--- src/rtl/fifo_packer_pkg.sv ---
// Shared types and helpers for the byte-to-word FIFO packer.
// Holds the count-width helper used to size byte counters and idle timers.
package fifo_packer_pkg;

    localparam int MAX_BPW = 16;

    // Number of bits needed to hold every value 0..n.
    function automatic int clog2_cnt(input int n);
        int w;
        w = 1;
        for (int i = 1; i < 31; i++) begin
            if (int'(32'd1 << i) <= n) begin
                w = i + 1;
            end else begin
                w = w;
            end
        end
        return w;
    endfunction

    typedef logic [clog2_cnt(MAX_BPW)-1:0] packer_cnt_t;
    typedef logic [MAX_BPW*8-1:0]          packer_word_t;

endpackage

--- src/rtl/fifo_packer_out_reg.sv ---
// Output hold register of the packer: loads a packed word and holds it
// stable until the consumer accepts it.
module fifo_packer_out_reg #(
    parameter int BPW = 4,
    parameter int CW  = 3
) (
    input  logic             clock,
    input  logic             aclr_n,
    input  logic             i_load,
    input  logic [8*BPW-1:0] i_data,
    input  logic [CW-1:0]    i_bytes,
    input  logic             i_ready,
    output logic             o_valid,
    output logic [8*BPW-1:0] o_data,
    output logic [CW-1:0]    o_bytes,
    output logic             o_slot_free
);

    logic             r_valid;
    logic [8*BPW-1:0] r_data;
    logic [CW-1:0]    r_bytes;

    // A new word may enter when the slot is empty or is being drained now.
    assign o_slot_free = !r_valid || i_ready;

    // Word hold register; a load takes priority over the handshake clear.
    always_ff @(posedge clock or negedge aclr_n) begin
        if (!aclr_n) begin
            r_valid <= 1'b0;
            r_data  <= '0;
            r_bytes <= '0;
        end else if (i_load) begin
            r_valid <= 1'b1;
            r_data  <= i_data;
            r_bytes <= i_bytes;
        end else if (r_valid && i_ready) begin
            r_valid <= 1'b0;
        end
    end

    assign o_valid = r_valid;
    assign o_data  = r_data;
    assign o_bytes = r_bytes;

endmodule

--- src/rtl/fifo_byte_word_packer.sv ---
// Drains a show-ahead byte FIFO and packs bytes little-endian into words.
// Optional idle auto-flush is enabled by defining PACKER_TIMEOUT_FLUSH_EN.
module fifo_byte_word_packer
    import fifo_packer_pkg::*;
#(
    parameter int BYTES_PER_WORD = 4,
    parameter int TIMEOUT_CYCLES = 64
) (
    input  logic                                 clock,
    input  logic                                 aclr_n,
    input  logic [7:0]                           fifo_q,
    input  logic                                 fifo_empty,
    output logic                                 fifo_rdreq,
    input  logic                                 flush,
    output logic [8*BYTES_PER_WORD-1:0]          out_data,
    output logic [clog2_cnt(BYTES_PER_WORD)-1:0] out_bytes,
    output logic                                 out_valid,
    input  logic                                 out_ready,
    output logic                                 busy
);

    localparam int            BPW    = BYTES_PER_WORD;
    localparam int            CW     = clog2_cnt(BPW);
    localparam logic [CW-1:0] C_FULL = CW'(BPW);

    if (BPW < 2 || BPW > MAX_BPW) begin : g_bad_bpw
        $error("BYTES_PER_WORD must be in 2..16");
    end
    if (TIMEOUT_CYCLES < 1) begin : g_bad_timeout
        $error("TIMEOUT_CYCLES must be positive");
    end

    logic [8*BPW-1:0] r_acc_data;
    logic [CW-1:0]    r_acc_cnt;
    logic             r_flush_pending;
    logic             r_run;
    logic             w_slot_free;
    logic             w_full;
    logic             w_xfer;
    logic             w_pop;
    logic             w_timeout;
    logic [8*BPW-1:0] w_out_word;

    assign w_full = (r_acc_cnt == C_FULL);
    assign w_xfer = w_slot_free && (w_full || (r_flush_pending && (r_acc_cnt != '0)));
    // Popping into a full accumulator is allowed when it empties this same cycle.
    assign w_pop  = r_run && !fifo_empty && !r_flush_pending && (!w_full || w_xfer);

    assign fifo_rdreq = w_pop;
    assign busy       = (r_acc_cnt != '0) || out_valid || r_flush_pending;

    // Zero every lane at or above the byte count before it leaves.
    always_comb begin
        w_out_word = '0;
        for (int i = 0; i < BPW; i++) begin
            if (CW'(i) < r_acc_cnt) begin
                w_out_word[i*8 +: 8] = r_acc_data[i*8 +: 8];
            end else begin
                w_out_word[i*8 +: 8] = 8'h00;
            end
        end
    end

    // Run flop holds off reads for the first clock after reset release.
    always_ff @(posedge clock or negedge aclr_n) begin
        if (!aclr_n) begin
            r_run <= 1'b0;
        end else begin
            r_run <= 1'b1;
        end
    end

    // Accumulator: a byte popped alongside a transfer starts the next word in lane 0.
    always_ff @(posedge clock or negedge aclr_n) begin
        if (!aclr_n) begin
            r_acc_data <= '0;
            r_acc_cnt  <= '0;
        end else if (w_xfer) begin
            r_acc_data <= '0;
            if (w_pop) begin
                r_acc_data[7:0] <= fifo_q;
                r_acc_cnt       <= CW'(1);
            end else begin
                r_acc_cnt <= '0;
            end
        end else if (w_pop) begin
            for (int i = 0; i < BPW; i++) begin
                if (CW'(i) == r_acc_cnt) begin
                    r_acc_data[i*8 +: 8] <= fifo_q;
                end
            end
            r_acc_cnt <= r_acc_cnt + CW'(1);
        end
    end

    // Flush request: one outstanding at most; drops without a word if nothing is held.
    always_ff @(posedge clock or negedge aclr_n) begin
        if (!aclr_n) begin
            r_flush_pending <= 1'b0;
        end else if (r_flush_pending) begin
            if (w_xfer || (r_acc_cnt == '0)) begin
                r_flush_pending <= 1'b0;
            end
        end else if (flush || w_timeout) begin
            r_flush_pending <= 1'b1;
        end
    end

`ifdef PACKER_TIMEOUT_FLUSH_EN
    localparam int            IW        = clog2_cnt(TIMEOUT_CYCLES);
    localparam logic [IW-1:0] C_TIMEOUT = IW'(TIMEOUT_CYCLES);

    logic [IW-1:0] r_idle_cnt;
    logic          w_idle;

    assign w_idle    = (r_acc_cnt != '0) && !w_pop && !r_flush_pending;
    assign w_timeout = w_idle && (r_idle_cnt == C_TIMEOUT);

    // Idle timer: saturates at the limit; the resulting flush then clears it.
    always_ff @(posedge clock or negedge aclr_n) begin
        if (!aclr_n) begin
            r_idle_cnt <= '0;
        end else if (w_pop || w_xfer || !w_idle) begin
            r_idle_cnt <= '0;
        end else if (r_idle_cnt != C_TIMEOUT) begin
            r_idle_cnt <= r_idle_cnt + IW'(1);
        end
    end
`else
    assign w_timeout = 1'b0;
`endif

    fifo_packer_out_reg #(
        .BPW (BPW),
        .CW  (CW)
    ) u_out_reg (
        .clock       (clock),
        .aclr_n      (aclr_n),
        .i_load      (w_xfer),
        .i_data      (w_out_word),
        .i_bytes     (r_acc_cnt),
        .i_ready     (out_ready),
        .o_valid     (out_valid),
        .o_data      (out_data),
        .o_bytes     (out_bytes),
        .o_slot_free (w_slot_free)
    );

endmodule
--- config.mk ---
export PLATFORM = sky130hd
export DESIGN_NAME = fifo_byte_word_packer
export DESIGN_NICKNAME = d
export VERILOG_FILES = /design/src/rtl/fifo_packer_pkg.sv /design/src/rtl/fifo_packer_out_reg.sv /design/src/rtl/fifo_byte_word_packer.sv
export SDC_FILE = /design/constraint.sdc
export NUM_CORES = 1
export LEC_CHECK = 0
export BUFFER_PORTS_ARGS = -buffer_cell sky130_fd_sc_hd__buf_2
export CAP_MARGIN = 20
export CORE_ASPECT_RATIO = 1.1
export CORE_MARGIN = 2
export CORE_UTILIZATION = 50
export DETAILED_ROUTE_END_ITERATION = 7
export GPL_ROUTABILITY_DRIVEN = 0
export PLACE_DENSITY_LB_ADDON = 0.12
export SETUP_SLACK_MARGIN = 0.3
export SYNTH_ARGS = -nofsm -noshare
export SYNTH_HDL_FRONTEND = slang
export SYNTH_HIERARCHICAL = 1
export SYNTH_SLANG_ARGS = --single-unit
--- constraint.sdc ---
create_clock -name clock -period 2.39 [get_ports clock]
set_clock_uncertainty 0.1 [all_clocks]
set_input_delay 0.3585 -clock clock [delete_from_list [all_inputs] [get_ports clock]]
set_output_delay 0.3585 -clock clock [all_outputs]
set_load 0.005 [all_outputs]
* Yosys cells after proc, flatten, opt, wreduce, memory -nomap -nowiden
Index checks and enable logic that the tools add are counted.
** Word-level totals
- Flip-flop bits (word level) :: 73
- Output and inout bits :: 38
- Word-level logic and storage cells :: 66
** Cells by class
- Add/sub/neg operators :: 1
- Magnitude comparators :: 4
- Eq/ne operators :: 4
- Mux-type cells :: 19
- Reductions and logical operators :: 28
** Operator list (number)
- two-way mux 8 bit :: 9
- two-way mux 32 bit :: 2
- nonzero test 2 bit :: 6
- AND reduction 2 bit :: 4
- == test 2 x 3 -> 1 bit (first input constant) :: 2
- logical AND 1 bit :: 6
- logical OR 1 bit :: 6
- less-than comparator 1 x 3 -> 1 bit (first input constant) :: 2
- less-than comparator 2 x 3 -> 1 bit (first input constant) :: 2
- two-way mux 1 bit :: 6
- two-way mux 3 bit :: 2
- zero test 1 bit :: 4
- adder 3 x 1 -> 3 bit (second input constant) :: 1
- == test 1 x 3 -> 1 bit (first input constant) :: 1
- == test 3 bit (second input constant) :: 1
- zero test 3 bit :: 1
- nonzero test 3 bit :: 1

* Longest topological paths before layout
- Word-level depth :: 8
- Mapped depth :: 8
- Depth with buffers taken out :: 5

* By module
Netlist, hierarchy kept.
** Modules (own cells, without submodules)
- fifo_byte_word_packer :: instances 1, cells each 201, area an instance 1906.8 µm², seq. area each 925.9 µm²
- fifo_packer_out_reg :: instances 1, cells each 77, area an instance 1487.7 µm², seq. area each 900.9 µm²

* Least setup slack after synthesis
Ideal clock, no wire load.
- Kind :: flip-flop to flip-flop
- Start point :: register r_acc_cnt[0]
- End point :: register u_out_reg.r_bytes[0], in the netlist u_out_reg/o_bytes[0]
- Library setup time :: 0.125 ns
- Arrival :: 1.946 ns
- Data required time :: 2.165 ns
- Setup slack :: 0.219 ns
- Cell stages (with the launch flop) :: 9
- Clock period less this slack :: 2.171 ns
- Cell sequence :: dfrtp_1 -> inv_1 -> ha_1 -> mux2i_1 -> nor2_2 -> buf_2 -> buf_6 -> buf_12 -> mux2_4
** On the way
- Longest elaborated chain between the ends :: 4
- Elaborated cells between the ends (all ways) :: 5
- Those cells by class :: eq/ne: 1; reduce/logical: 4
** Ends and longest elaborated chain
- start: declaration :: line fifo_byte_word_packer.sv:34 : logic [CW-1:0] r_acc_cnt;
- start signal: assignment :: line fifo_byte_word_packer.sv:92 : r_acc_cnt <= r_acc_cnt + CW'(1);
- nonzero test 3 bit :: line fifo_byte_word_packer.sv:45 : assign w_xfer = w_slot_free && (w_full || (r_flush_pending && (r_acc_cnt != '0)));
- logical AND 1 bit :: line fifo_byte_word_packer.sv:45
- logical OR 1 bit (*) :: line fifo_byte_word_packer.sv:45
- logical AND 1 bit (*) :: line fifo_byte_word_packer.sv:45
- named net w_xfer :: line fifo_byte_word_packer.sv:39 : logic w_xfer;
- end signal: assignment :: line fifo_packer_out_reg.sv:35 : r_bytes <= i_bytes;
- end: declaration :: line fifo_packer_out_reg.sv:21 : logic [CW-1:0] r_bytes;
The timed path passes the listed nets; every way through them passes the cells marked *.
A chain may end at the register's enable or synchronous reset.

* Worst setup path in the final report
- Start point :: register r_acc_cnt[1]
- End point :: output fifo_rdreq
** On the way
- Longest elaborated chain between the ends :: 6
- Elaborated cells between the ends (all ways) :: 8
- Those cells by class :: eq/ne: 1; reduce/logical: 7
** Ends and longest elaborated chain
- nonzero test 3 bit :: line fifo_byte_word_packer.sv:45
- logical AND 1 bit :: line fifo_byte_word_packer.sv:45
- logical OR 1 bit :: line fifo_byte_word_packer.sv:45
- logical AND 1 bit :: line fifo_byte_word_packer.sv:45
- logical OR 1 bit (*) :: line fifo_byte_word_packer.sv:47 : assign w_pop = r_run && !fifo_empty && !r_flush_pending && (!w_full || w_xfer);
- logical AND 1 bit (*) :: line fifo_byte_word_packer.sv:47
- end: declaration :: line fifo_byte_word_packer.sv:13 : output logic fifo_rdreq,
Every way passes the cells marked *; elsewhere a longest branch is shown, timed or not.

==> results.sh <==
export IMPL_status="finished clean"
export IMPL_critPathRequiredTime_ns=1.93
export IMPL_clock_path_buffers=2
export IMPL_grt_max_degree=41
export IMPL_ys_ff_latch=73
export IMPL_wl_per_cell_um=16.1
export IMPL_first_pass_iters=4
export IMPL_clkTransAtPathRegs_ns=0.07
export IMPL_num_vias=2245
export IMPL_routed_wirelength_um=6780
export IMPL_maxCapViolCount=0
export IMPL_num_rows=31
export IMPL_final_antenna_net_count=0
export IMPL_antenna_found_initial=0
export IMPL_rsz0062_at_grt="false"
export IMPL_tightest_slew_ns=0.532
export IMPL_critPathSlowestCell="dfrtp_2"
export IMPL_worstSkewPairLatency_ns=0.34
export IMPL_cp_cell_sequence="inv_1, ha_4, nand3b_1, and2_4, buf_2"
export IMPL_crit_path_max_fanout=9
export IMPL_die_y_um=90.4
export IMPL_root_buffer="clkbuf_8"
export IMPL_drt_iter0_drc=172
export IMPL_grt_use_total_pct=19.8
export IMPL_postLayoutCoreUtil_pct=60.4
export IMPL_post_drt_via_cell_ratio=5.35
export IMPL_placed_area_mm2=0.00372
export IMPL_slew_headroom_pct=64.5
export IMPL_ys_types=34
export IMPL_htreeDepth=3
export IMPL_post_route_period_util_pct=84.3
export IMPL_worstSetupStartpointType="register"
export IMPL_leakage_nw=1.95
export IMPL_area_growth_pct=17.3
export IMPL_syn_num_nets=294
export IMPL_finalSetupViolCount=0
export IMPL_hold_path_class="in2reg"
export IMPL_numCtsBuffers=9
export IMPL_grt_pass1_vias=2173
export IMPL_grt_ovfl_total=0
export IMPL_clock_sinks=73
export IMPL_fin_crit_ns=2.02
export IMPL_cts_tree="built"
export IMPL_syn_area_mm2=0.00339
export IMPL_drc_errors=0
export IMPL_finalHoldViolCount=0
export IMPL_yosysWarnings=6
export IMPL_core_area_mm2=0.00659
export IMPL_boundaryPins=51
export IMPL_port_buffers=50
export IMPL_critPathMaxStageDelay_ns=0.46
export IMPL_design_die_area_mm2=0.00746
export IMPL_ir_drop_mv=0.557
export IMPL_ys_seq_area_share_pct=53.8
export IMPL_whs_ns=0.148
export IMPL_hpwlAfterDp_um=4620
export IMPL_drive_above_1_share_pct=36.4
export IMPL_finalSetupTns_ns=0
export IMPL_syn_instance_count=278
export IMPL_postLayoutCellArea_mm2=0.00398
export IMPL_die_w_um=82.6
export IMPL_start_util_pct=51.5
export IMPL_powerDensity_mw_per_mm2=1140
export IMPL_antenna_cells=0
export IMPL_grt_first_pass_wirelength_um=11200
export IMPL_cp_end_kind="output port"
export IMPL_syn_avg_cell_area_um2=12.2
export IMPL_drv_slew=0
export IMPL_cp_arrival_ns=1.56
export IMPL_crit_type="reg2out"
export IMPL_timing_fmax_ghz=0.496
export IMPL_fin_nets=349
==> final cells by class <==
class,count,area (um^2)
sequential,73,1830
clock inverter,5,78.8
inverter,4,15.0
fill,574,2610
multi-input combinational,184,1450
timing repair buffer,61,360
clock buffer,11,141
tap,82,103
==> critical path, delay by kind of cell, from the launching register on <==
family                   cells  cell delay [ns]
adder cells (fa/ha/maj)      1             0.18
buffers and inverters        2             0.25
flip-flops                   1             0.46
AND/OR/NAND/NOR              2             0.32
==> registers in the layout, indices dropped and copies added, names as in the netlist <==
signal / flops
u_out_reg/o_bytes: 3
u_out_reg/o_data: 32
r_run: 1
r_flush_pending: 1
u_out_reg/o_valid: 1
r_acc_data: 32
r_acc_cnt: 3
==> per-stage QoR <==
step,setup slack [ns],power [mW],std cells
floorplan,0.338,3.06,278
global placement,0.435,3.43,402
detailed placement,0.363,3.46,402
CTS,0.311,4.57,419
global route,0.302,4.84,420
finish,0.374,4.54,420
==> kinds of logic (layout without fill, tap and decap cells) <==
family	after synthesis	in the layout	share of synthesized area, %
buffers and inverters	21	81	4.42
adders and majority gates	3	3	1.11
AOI/OAI and AO/OA	63	63	11.0
xor gates and xnor gates	1	1	0.258
and+or+nand+nor	78	78	13.6
other	1	1	0.110
DFF	73	73	53.8
muxes	38	38	15.7
==> Yosys cell counts (all sizes together) <==
library cell | instances | share of area [%]
a211oi | 1 | 0.59
a21o | 1 | 0.22
a21oi | 26 | 3.8
a22o | 8 | 2.1
a2bb2oi | 1 | 0.44
and2 | 17 | 3.1
and2b | 1 | 0.22
and4bb | 1 | 0.37
buf | 11 | 3.3
clkbuf | 6 | 0.70
conb | 1 | 0.11
dfrtp | 73 | 54
ha | 3 | 1.1
inv | 4 | 0.44
mux2 | 36 | 15
mux2i | 2 | 0.59
nand2 | 1 | 0.11
nand2b | 4 | 0.74
nand3 | 26 | 3.8
nand3b | 1 | 0.22
nand4bb | 1 | 0.33
nor2 | 5 | 0.63
nor2b | 18 | 3.3
nor3b | 1 | 0.22
o21ai | 26 | 3.8
or2 | 1 | 0.18
or3b | 1 | 0.26
xnor2 | 1 | 0.26
==> placed cells by master, fill, tap and decap left out, types with 7 or more instances in the layout <==
cell type	Yosys	routed
o21ai_0	26	26
buf_4	0	8
a21oi_1	26	26
buf_2	5	50
mux2_2	7	7
nor2b_1	18	17
and2_1	17	16
clkbuf_8	0	10
a22o_1	8	8
nand3_1	26	26
mux2_4	29	29
dfrtp_1	73	71
==> metal layers <==
metal  routed length [um]  track usage [%]
met5                    0                0
met4                  102             7.79
met1                 3150             29.1
met3                  284             4.50
met2                 3240             28.3
==> final timing paths <==
| kind | startpoint | cells past startpoint | slack (ns) | to |
|---|---|---|---|---|
| max in group asynchronous | aclr_n | 3 | 1.05 | r_acc_cnt[1] |
| setup / recovery | r_acc_cnt[1] | 5 | 0.37 | fifo_rdreq |
| min in group asynchronous | aclr_n | 2 | 0.32 | u_out_reg/o_data[6] |
| hold / removal | flush | 2 | 0.15 | r_flush_pending |
| hold reg to reg | r_acc_data[0] | 1 | 0.40 | r_acc_data[0] |
| setup reg to reg | r_acc_cnt[1] | 6 | 0.46 | u_out_reg/o_data[7] |
==> where the power goes <==
part	leakage, nW	internal, mW	switching, mW
registers	0.994	1.55	0.203
clock network	0.113	0.615	0.460
logic	0.847	0.809	0.900
total	1.95	2.98	1.56
==> repair_timing <==
action,4_1_cts,5_1_grt
endpoints found under the hold margin,13,0
cloned,0,0
hold buffers,1,0
buffers inserted,0,1
resized for setup,4,2
setup endpoints to repair,2,2
(Power assumes the default switching activity.)
